## src/rtl/uart_tx_byte.sv

```systemverilog
// UART byte transmitter: start bit, 8 data bits LSB first, optional parity, STOP_BITS stop bits.
// Define UART_TX_PARITY_EN to insert the parity bit (even, or odd when PARITY_ODD=1).
module uart_tx_byte #(
    parameter int unsigned OVERSAMPLE = 16,
    parameter int unsigned STOP_BITS  = 1,
    parameter int unsigned PARITY_ODD = 0
) (
    input  logic       clk_i,
    input  logic       rst_ni,
    input  logic       tick_i,
    input  logic       start_i,
    input  logic [7:0] d_i,
    output logic       busy_o,
    output logic       done_o,
    output logic       tx_o
);

    localparam int unsigned CntW = $clog2(OVERSAMPLE);
    localparam logic [CntW-1:0] TickLast = CntW'(OVERSAMPLE - 1);
    localparam logic [2:0] StopLast = 3'(STOP_BITS - 1);

    // Out-of-range configurations are rejected at elaboration time.
    if (OVERSAMPLE < 2 || OVERSAMPLE > 256) begin : g_bad_oversample
        $error("uart_tx_byte: OVERSAMPLE must be 2..256");
    end
    if (STOP_BITS < 1 || STOP_BITS > 2) begin : g_bad_stop_bits
        $error("uart_tx_byte: STOP_BITS must be 1 or 2");
    end
    if (PARITY_ODD > 1) begin : g_bad_parity_odd
        $error("uart_tx_byte: PARITY_ODD must be 0 or 1");
    end

`ifdef UART_TX_PARITY_EN
    typedef enum logic [2:0] {StIdle, StStart, StData, StParity, StStop} state_e;
    logic par_q;
`else
    typedef enum logic [2:0] {StIdle, StStart, StData, StStop} state_e;
`endif

    state_e          state_q;
    logic [7:0]      shreg_q;
    logic [CntW-1:0] tick_cnt_q;
    logic [2:0]      bit_cnt_q;
    logic            busy_q;
    logic            done_q;
    logic            tx_q;

    always_ff @(posedge clk_i or negedge rst_ni) begin
        if (!rst_ni) begin
            state_q    <= StIdle;
            shreg_q    <= '0;
            tick_cnt_q <= '0;
            bit_cnt_q  <= '0;
            busy_q     <= 1'b0;
            done_q     <= 1'b0;
            tx_q       <= 1'b1;
`ifdef UART_TX_PARITY_EN
            par_q      <= 1'b0;
`endif
        end else begin
            done_q <= 1'b0;
            if (state_q == StIdle) begin
                if (start_i) begin
                    shreg_q    <= d_i;
                    tick_cnt_q <= '0;
                    bit_cnt_q  <= '0;
                    busy_q     <= 1'b1;
                    tx_q       <= 1'b0;
                    state_q    <= StStart;
`ifdef UART_TX_PARITY_EN
                    par_q      <= (^d_i) ^ (PARITY_ODD != 0);
`endif
                end
            end else if (tick_i) begin
                if (tick_cnt_q != TickLast) begin
                    tick_cnt_q <= tick_cnt_q + 1'b1;
                end else begin
                    // Bit boundary: tx_q takes the value of the bit that starts now.
                    tick_cnt_q <= '0;
                    case (state_q)
                        StStart: begin
                            state_q <= StData;
                            tx_q    <= shreg_q[0];
                        end
                        StData: begin
                            if (bit_cnt_q == 3'd7) begin
                                bit_cnt_q <= '0;
`ifdef UART_TX_PARITY_EN
                                state_q   <= StParity;
                                tx_q      <= par_q;
`else
                                state_q   <= StStop;
                                tx_q      <= 1'b1;
`endif
                            end else begin
                                bit_cnt_q <= bit_cnt_q + 3'd1;
                                shreg_q   <= shreg_q >> 1;
                                tx_q      <= shreg_q[1];
                            end
                        end
`ifdef UART_TX_PARITY_EN
                        StParity: begin
                            state_q <= StStop;
                            tx_q    <= 1'b1;
                        end
`endif
                        StStop: begin
                            if (bit_cnt_q == StopLast) begin
                                bit_cnt_q <= '0;
                                state_q   <= StIdle;
                                busy_q    <= 1'b0;
                                done_q    <= 1'b1;
                            end else begin
                                bit_cnt_q <= bit_cnt_q + 3'd1;
                            end
                        end
                        default: begin
                            state_q <= StIdle;
                            busy_q  <= 1'b0;
                            tx_q    <= 1'b1;
                        end
                    endcase
                end
            end
        end
    end

    assign busy_o = busy_q;
    assign done_o = done_q;
    assign tx_o   = tx_q;

endmodule
```

## config.mk

```make
export PLATFORM = sky130hd
export DESIGN_NAME = uart_tx_byte
export DESIGN_NICKNAME = d
export VERILOG_FILES = /design/src/rtl/uart_tx_byte.sv
export SDC_FILE = /design/constraint.sdc
export NUM_CORES = 1
export LEC_CHECK = 0
export CORE_MARGIN = 3
export CORE_UTILIZATION = 54
export CTS_CLUSTER_DIAMETER = 60
export DETAILED_ROUTE_END_ITERATION = 12
export MAX_ROUTING_LAYER = met4
export PLACE_DENSITY = 0.82
export SLEW_MARGIN = 20
export SYNTH_ARGS = -nofsm -noshare
export SYNTH_HDL_FRONTEND = slang
export SYNTH_SLANG_ARGS = --single-unit
```

## constraint.sdc

```tcl
create_clock -name clk_i -period 2 [get_ports clk_i]
set_input_delay 0.4 -clock clk_i [delete_from_list [all_inputs] [get_ports clk_i]]
set_output_delay 0.4 -clock clk_i [all_outputs]
set_load 0.02 [all_outputs]
```

== Word-level counts from Yosys, hierarchy flattened ==
Cells that the tools add are included.

* Reductions and logical operators: 12
* Equal/unequal tests: 12
* Multiplexer cells: 41
* Add/subtract/negate cells: 2

{| class="wikitable"
|+ Operators with widths
! cell !! number
|-
| 8-bit 2-to-1 mux || 6
|-
| 3-bit 2-to-1 mux || 12
|-
| 4-bit 2-to-1 mux || 4
|-
| 1-bit 2-to-1 mux || 15
|-
| 5-bit AND reduction || 3
|-
| 3-bit one-hot mux with 3 select lines || 1
|-
| 2-bit != test (second input constant) || 4
|-
| 4-bit AND reduction || 2
|-
| 3-bit by 2-bit equality test with 1-bit output (second input constant) || 2
|-
| 3-bit zero test || 2
|-
| 3-bit != test (second input constant) || 2
|-
| 3-bit one-hot mux with 2 select lines || 1
|-
| 4-bit by 1-bit adder with 4-bit output (second input constant) || 1
|-
| 4-bit != test (second input constant) || 1
|-
| 2-bit nonzero test || 2
|-
| 3-bit by 1-bit adder with 3-bit output (second input constant) || 1
|-
| 3-bit by 1-bit equality test with 1-bit output (second input constant) || 1
|-
| 3-bit equality test (second input constant) || 1
|-
| 1-bit one-hot mux with 3 select lines || 1
|-
| 3-bit nonzero test || 1
|-
| 2-bit by 1-bit != test with 1-bit output (second input constant) || 1
|-
| 1-bit one-hot mux with 2 select lines || 1
|-
| 2-bit AND reduction || 1
|-
| 2-bit OR reduction || 1
|}

* Logic and storage cells: 74
* Bits in registers: 21
* Output and inout bits: 3

== Logic depth before layout (Yosys ltp) ==
Gate-level depths: netlist of run 1.

* Word-level depth: 6
* Gate-level depth with buffers: 8

== Worst setup path before layout of run 1 ==
No wires, ideal clock.

* Kind: register -> register
* Start point: register state_q[1]
* End point: register bit_cnt_q[0]
* Arrival time: 1.570 ns
* Clock period less this slack: 1.695 ns
* Path slack: 0.305 ns
* Required time: 1.875 ns
* Cell stages (with the launch flop): 6
* Setup time: 0.125 ns
* Cell sequence: dfrtp_1 > inv_1 > ha_1 > mux2i_1 > a211oi_2 > mux2_2

* Cells in the longest elaborated chain, start to end: 5

{| class="wikitable"
|+ RTL lines
! what !! line !! source
|-
| start: declaration || 40 || <nowiki>state_e state_q;</nowiki>
|-
| start signal: assignment || 50 || <nowiki>state_q <= StIdle;</nowiki>
|-
| start signal: assignment || 69 || <nowiki>state_q <= StStart;</nowiki>
|-
| start signal: assignment || 82 || <nowiki>state_q <= StData;</nowiki>
|-
| 3-bit by 2-bit equality test with 1-bit output || 80 || <nowiki>case (state_q)</nowiki>
|-
| 3-bit one-hot mux with 2 select lines || 80 ||
|-
| 3-bit 2-to-1 mux || 75 || <nowiki>if (tick_cnt_q != TickLast) begin</nowiki>
|-
| 3-bit 2-to-1 mux || 74 || <nowiki>end else if (tick_i) begin</nowiki>
|-
| 3-bit 2-to-1 mux || 62 || <nowiki>if (state_q == StIdle) begin</nowiki>
|-
| end signal: assignment || 96 || <nowiki>bit_cnt_q <= bit_cnt_q + 3'd1;</nowiki>
|-
| end signal: assignment || 114 || <nowiki>bit_cnt_q <= bit_cnt_q + 3'd1;</nowiki>
|-
| end: declaration || 43 || <nowiki>logic [2:0] bit_cnt_q;</nowiki>
|}

Several ways; a longest one is shown, not always the timed one. The select of a mux whose other input is x is not followed.
A chain may end at the register's enable or synchronous reset.

== Worst setup path after layout of run 1 ==
* Start point: register state_q[0]
* End point: register state_q[1]

* Cells in the longest elaborated chain, start to end: 5

{| class="wikitable"
|+ RTL lines
! what !! line
|-
| 3-bit by 2-bit equality test with 1-bit output or 3-bit by 1-bit equality test with 1-bit output (tied branches) || 80
|-
| 3-bit one-hot mux with 3 select lines || 80
|-
| 3-bit 2-to-1 mux || 75
|-
| 3-bit 2-to-1 mux || 74
|-
| 3-bit 2-to-1 mux || 62
|}

Several ways; a longest one is shown, not always the timed one. The select of a mux whose other input is x is not followed.

==> results.cfg, run 1 <==
[run_status]
status = completed

[route]
vias = 949
route.detailed.drc = 0
wl_per_cell_um = 14.0
ant_nets = 0
drt_wl_total_mm = 2.40
drtIter0Drc = 19
via_per_inst = 5.55
first_pass_iters = 4

[floorplanning]
initial_core_util_pct = 58.4
core_area_mm2 = 0.00202
rows = 16
die-area_mm2 = 0.00278
ios = 15
die_h_um = 52.8
die_w_um = 52.8

[sta]
finalCritPeriodShare_pct = 93.7
setup_viol = 0
rsz0062_at_grt = false
max_slew_margin_pct = 71.6
tns_ns = 0
fmax_ghz = 0.534
worst_pin_slew_ns = 0.423
period_minus_slack_ns = 1.87
final-max-slew-violation-count = 0
hold_violations = 0
fin_worst_skew_ns = 0.00592

[placed_design]
io_buffer_count = 14
hpwl_mm = 1.90
place.gp.congestion = 0.845

[synth]
synth_nets = 141
synth_seq_area_share_pct = 42.5
ys_ff_latch = 20
async_flop_share_pct = 100
synth_warnings = 0
syn-cell-area_mm2 = 0.00118
syn_area_per_cell_um2 = 9.84
synth_flop_cell = dfrtp_1
synth_cell_types = 31
synth_edf_count = 0
synth_cells = 120

[clock_network]
cts_tree = built
path_clk_slew_ns = 0.12
cts.path.max_buffers = 2
cts_root_buf = clkbuf_4
cts_buffers = 3
cts.sinks = 20
htreeDepth = 1
insertion_delay_ns = 0.29
holdBufCountCts = 0

[critical_path]
worstPathArrival_ns = 2.07
cp_slowest_cell = a211oi_1
cp_max_fo = 5
path_class = flop to flop
cp-start-kind = flop
r2r_slack_ns = 0.13
cpPeakStageDelay_ns = 0.42
critPathCaptureType = flop
required_ns = 2.19
crit_chain = inv_1 -> ha_1 -> nand2b_1 -> a211oi_1 -> nor3_1 -> nor4b_2

[cells_and_area]
insertedDiodeCount = 0
syn2layout_area_growth_pct = 22.4
fillers = 151
drive_gt1_share_pct = 16.0
final_nets = 166

[power_and_ir_drop]
vdd.ir_drop.worst_mv = 0.954
power.density_mw_per_mm2 = 1360
leakage_nw = 0.620
finalPower_mw = 1.97

[global_routing]
grt_use_total_pct = 20.1
grt.overflow.total = 0
use_met2_pct = 35.3
top_usage_layer = met2
first_global_vias = 953
grt_antenna_before_repair = 0
grt_max_degree = 21
use_met1_pct = 24.0
use_met3_pct = 2.28
grt_pass1_wl_mm = 4.07

[run]
max_cap_viol_count = 0

[worst_hold_path]
hp-class = primary input to async pin
==> cell usage after synthesis (2+ instances only) <==
cell type,number,area (um^2)
o21ai_2,2,17.5
o21ai_1,5,25.0
nand2_1,19,71.3
dfrtp_1,19,475
nand2b_1,3,18.8
nor2_1,4,15.0
nor2b_1,4,25.0
mux2i_1,10,100
nor3_1,4,20.0
ha_1,9,113
a21oi_1,6,30.0
nand3_1,2,10.0
inv_1,5,18.8
o21ai_0,11,55.1
==> worst max-delay path, delay by kind of cell, from the launching register on <==
| family | cells | cell delay (ns) |
|---|---|---|
| simple gates | 3 | 0.61 |
| flops | 1 | 0.40 |
| fa+ha+maj | 1 | 0.26 |
| compound gates | 1 | 0.42 |
| buf+inv | 1 | 0.09 |
==> registers in the layout, summed over array words and instances (netlist names) <==
signal / flops
shreg_q: 8
tx_o: 1
busy_o: 1
bit_cnt_q: 3
done_o: 1
tick_cnt_q: 4
state_q: 2
==> through the flow <==
step / cell area, um^2 / setup slack (ns) / std cells / utilization, % / hold slack [ns]
finish: 1450 / 0.126 / 171 / 71.5 / 0.427
global route: 1450 / 0.0102 / 171 / 71.5 / 0.435
CTS: 1440 / 0.133 / 171 / 71.2 / 0.427
detailed placement: 1400 / 0.123 / 167 / 69.4 / 0.463
global placement: 1400 / 0.158 / 167 / 69.4 / 0.460
floorplan: 1180 / 0.305 / 120 / - / 0.104
==> cell usage in the layout, fill, tap and decap left out, types with 2 or more instances in the layout <==
cell type | synthesis | layout
nand3_1 | 2 | 2
nor3_1 | 4 | 4
a21oi_1 | 6 | 6
nand2b_1 | 3 | 3
o21ai_0 | 11 | 11
dfrtp_1 | 19 | 19
ha_1 | 9 | 9
o21ai_2 | 2 | 2
o21ai_1 | 5 | 5
clkbuf_4 | 0 | 3
nor2_1 | 4 | 4
clkdlybuf4s50_1 | 0 | 14
mux2i_1 | 10 | 10
buf_4 | 0 | 9
nand2_1 | 19 | 19
inv_1 | 5 | 5
nor2b_1 | 4 | 4
==> metal layers <==
layer,routed length [um],up-vias,share of wire (%)
met3,92,6,3.8
met1,1030,446,43
li1,-,473,-
met2,1240,24,52
met5,0,-,0
met4,34,0,1.4
==> kinds of logic after synthesis <==
| kind of cell | Yosys count | synth area share [%] |
|---|---|---|
| flip-flops | 20 | 42.5 |
| AND/OR/NAND/NOR | 40 | 17.4 |
| adder cells (fa/ha/maj) | 9 | 9.53 |
| AO/OA/AOI/OAI | 32 | 17.9 |
| multiplexers | 11 | 9.43 |
| buffers and inverters | 8 | 3.28 |
==> what timing repair did <==
action	in CTS	in global routing
setup buffers	0	0
gates resized for setup	0	1
setup endpoints to repair	0	1
==> power by group <==
| group | switching, mW | internal, mW | total (mW) |
|---|---|---|---|
| registers | 0.150 | 0.574 | 0.724 |
| clock network | 0.121 | 0.111 | 0.232 |
| logic | 0.538 | 0.476 | 1.01 |
| total | 0.810 | 1.16 | 1.97 |
==> worst paths after layout <==
path | start | endpoint | cells after the start
max | state_q[0]$_DFFE_PN0P_ | state_q[1]$_DFFE_PN0P_ | 6
min | rst_ni | busy_o$_DFFE_PN0P_ | 2
max reg2reg | state_q[0]$_DFFE_PN0P_ | state_q[1]$_DFFE_PN0P_ | 6
min reg2reg | shreg_q[7]$_DFFE_PN0P_ | shreg_q[7]$_DFFE_PN0P_ | 2
max in group asynchronous | rst_ni | tx_o$_DFFE_PN1P_ | 2
min in group clk_i | shreg_q[7]$_DFFE_PN0P_ | shreg_q[7]$_DFFE_PN0P_ | 2
==> final cells by class <==
type                    count  area [um^2]  share of cell area, %
multi-input cells          92          647                   44.8
flip-flops and latches     20          502                   34.7
repair buffers             23          208                   14.4
clock buffers               4         36.3                   2.51
well taps                  27         33.8                   2.34
inverters                   5         18.8                   1.30
Note: power is estimated with default switching activity, not from simulation.
==> run 2, diff against run 1 <==
--- a/config.mk
+++ b/config.mk
@@ -7,10 +7,10 @@
 export LEC_CHECK = 0
 export CORE_MARGIN = 3
 export CORE_UTILIZATION = 54
-export CTS_CLUSTER_DIAMETER = 60
+export CTS_CLUSTER_DIAMETER = 30
 export DETAILED_ROUTE_END_ITERATION = 12
 export MAX_ROUTING_LAYER = met4
-export PLACE_DENSITY = 0.82
+export PLACE_DENSITY = 0.85
 export SLEW_MARGIN = 20
 export SYNTH_ARGS = -nofsm -noshare
 export SYNTH_HDL_FRONTEND = slang
==> results.cfg, run 2 (synthesis gave the netlist of run 1 again) <==
[critical_path]
cp-start-kind = flop
cpLargestDelayFamily = buffers and inverters
required_ns = 1.60
worstRegToRegCells = 6
crit_chain = clkdlybuf4s50_1
critical_path_buf_inv_count = 1
critPathCaptureType = output port
path_class = flop to output port
cpPeakStageDelay_ns = 0.60
worstPathArrival_ns = 1.47
crit_cells = 1
cp_slowest_cell = clkdlybuf4s50_1
cp_max_fo = 3

[global_routing]
grt_pass1_wl_mm = 4.03
grt_use_total_pct = 20.2
grt.overflow.total = 0
grt_antenna_before_repair = 0
first_global_vias = 899
grt_max_degree = 21

[route]
ant_nets = 0
route.detailed.drc = 0
first_pass_iters = 5
vias = 964
via_per_inst = 5.67
drtIter0Drc = 18
drt_wl_total_mm = 2.31
wl_per_cell_um = 13.6

[cells_and_area]
drive_gt1_share_pct = 14.7
syn2layout_area_growth_pct = 21.2
insertedDiodeCount = 0
final_nets = 165
largest_register_ffs = 8
layout_common_cells = nand2_1 (19), dfrtp_1 (19), clkdlybuf4s50_1 (14)
fillers = 160
regMostFlops = shreg_q
stdcell_area_mm2 = 0.00143
top_regs = shreg_q x8, tick_cnt_q x4, bit_cnt_q x3

[clock_network]
post-cts-setup-buffers = 0
htreeDepth = 1
cts.path.max_buffers = 2
insertion_delay_ns = 0.31
cts-resized-gates = 0
cts.sinks = 20
cts_tree = built
cts_root_buf = clkbuf_4
path_clk_slew_ns = 0.12
cts_buffers = 3
holdBufCountCts = 0

[floorplanning]
rows = 16
die_h_um = 52.8
core_area_mm2 = 0.00202
die_w_um = 52.8
initial_core_util_pct = 58.4
ios = 15
die-area_mm2 = 0.00278

[placed_design]
placed_area_mm2 = 0.00140
io_buffer_count = 14
place.gp.congestion = 0.851
preCtsSetupSlack_ns = 0.132
hpwl_mm = 1.77

[sta]
max_slew_margin_pct = 74.4
final-max-slew-violation-count = 0
setup_viol = 0
worst_pin_slew_ns = 0.381
tns_ns = 0
finalCritPeriodShare_pct = 93.4
hold_violations = 0
fmax_ghz = 0.535
rsz0062_at_grt = false
fin_worst_skew_ns = 0.00912
period_minus_slack_ns = 1.87
fin_ws_ns = 0.132

[worst_hold_path]
hp-class = primary input to async pin

[power_and_ir_drop]
power.density_mw_per_mm2 = 1350
leakage_nw = 0.613
vdd.ir_drop.worst_mv = 0.769

[run]
max_cap_viol_count = 0

[run_status]
status = completed
[run 2: cell types whose count changed in the layout (fill, tap and decap cells not counted)]
| cell | change |
|---|---|
| nor4b_2 | -1 |
| buf_4 | -1 |
| nor4b_1 | +1 |
[run 2: final timing paths]
| kind | start | endpoint | slack, ns |
|---|---|---|---|
| worst max-delay path | tx_o$_DFFE_PN1P_ | tx_o | 0.13 |
| worst min-delay path | rst_ni | state_q[0]$_DFFE_PN0P_ | 0.42 |
| worst max register to register | state_q[0]$_DFFE_PN0P_ | state_q[1]$_DFFE_PN0P_ | 0.16 |
| worst min register to register | shreg_q[4]$_DFFE_PN0P_ | shreg_q[4]$_DFFE_PN0P_ | 0.50 |
| max in group asynchronous | rst_ni | tx_o$_DFFE_PN1P_ | 1.31 |
| min in group clk_i | shreg_q[4]$_DFFE_PN0P_ | shreg_q[4]$_DFFE_PN0P_ | 0.50 |
[run 2: power by group]
| group | total, mW | leakage, nW | switching (mW) | internal, mW |
|---|---|---|---|---|
| Combinational | 0.969 | 0.342 | 0.514 | 0.455 |
| Sequential | 0.722 | 0.250 | 0.149 | 0.574 |
| Clock | 0.239 | 0.0210 | 0.128 | 0.111 |
[run 2: area by class of cell]
cell class                 count  area [um^2]  area share (%)
clock buffer                   4         36.3            2.53
inverter                       5         18.8            1.31
multi-input combinational     92          641            44.8
sequential                    20          502            35.1
tap                           27         33.8            2.36
timing repair buffer          22          200            14.0
[run 2: per-stage QoR]
step                      std cells  utilization [%]  hold WS (ns)  total power [mW]
final                           170             70.8         0.422              1.93
after global routing            170             70.8         0.418              2.11
after global placement          166             69.0         0.459              1.64
after floorplan                 120                -         0.104              1.41
after CTS                       170             70.8         0.435              1.93
after detailed placement        166             69.0         0.472              1.69
[run 2: metal layers]
layer	up-vias	track usage, %	wire length [um]
li1	468	-	-
met1	461	24.8	1070
met2	31	33.7	1110
met3	4	2.56	115
met4	0	7.66	25
met5	-	-	0
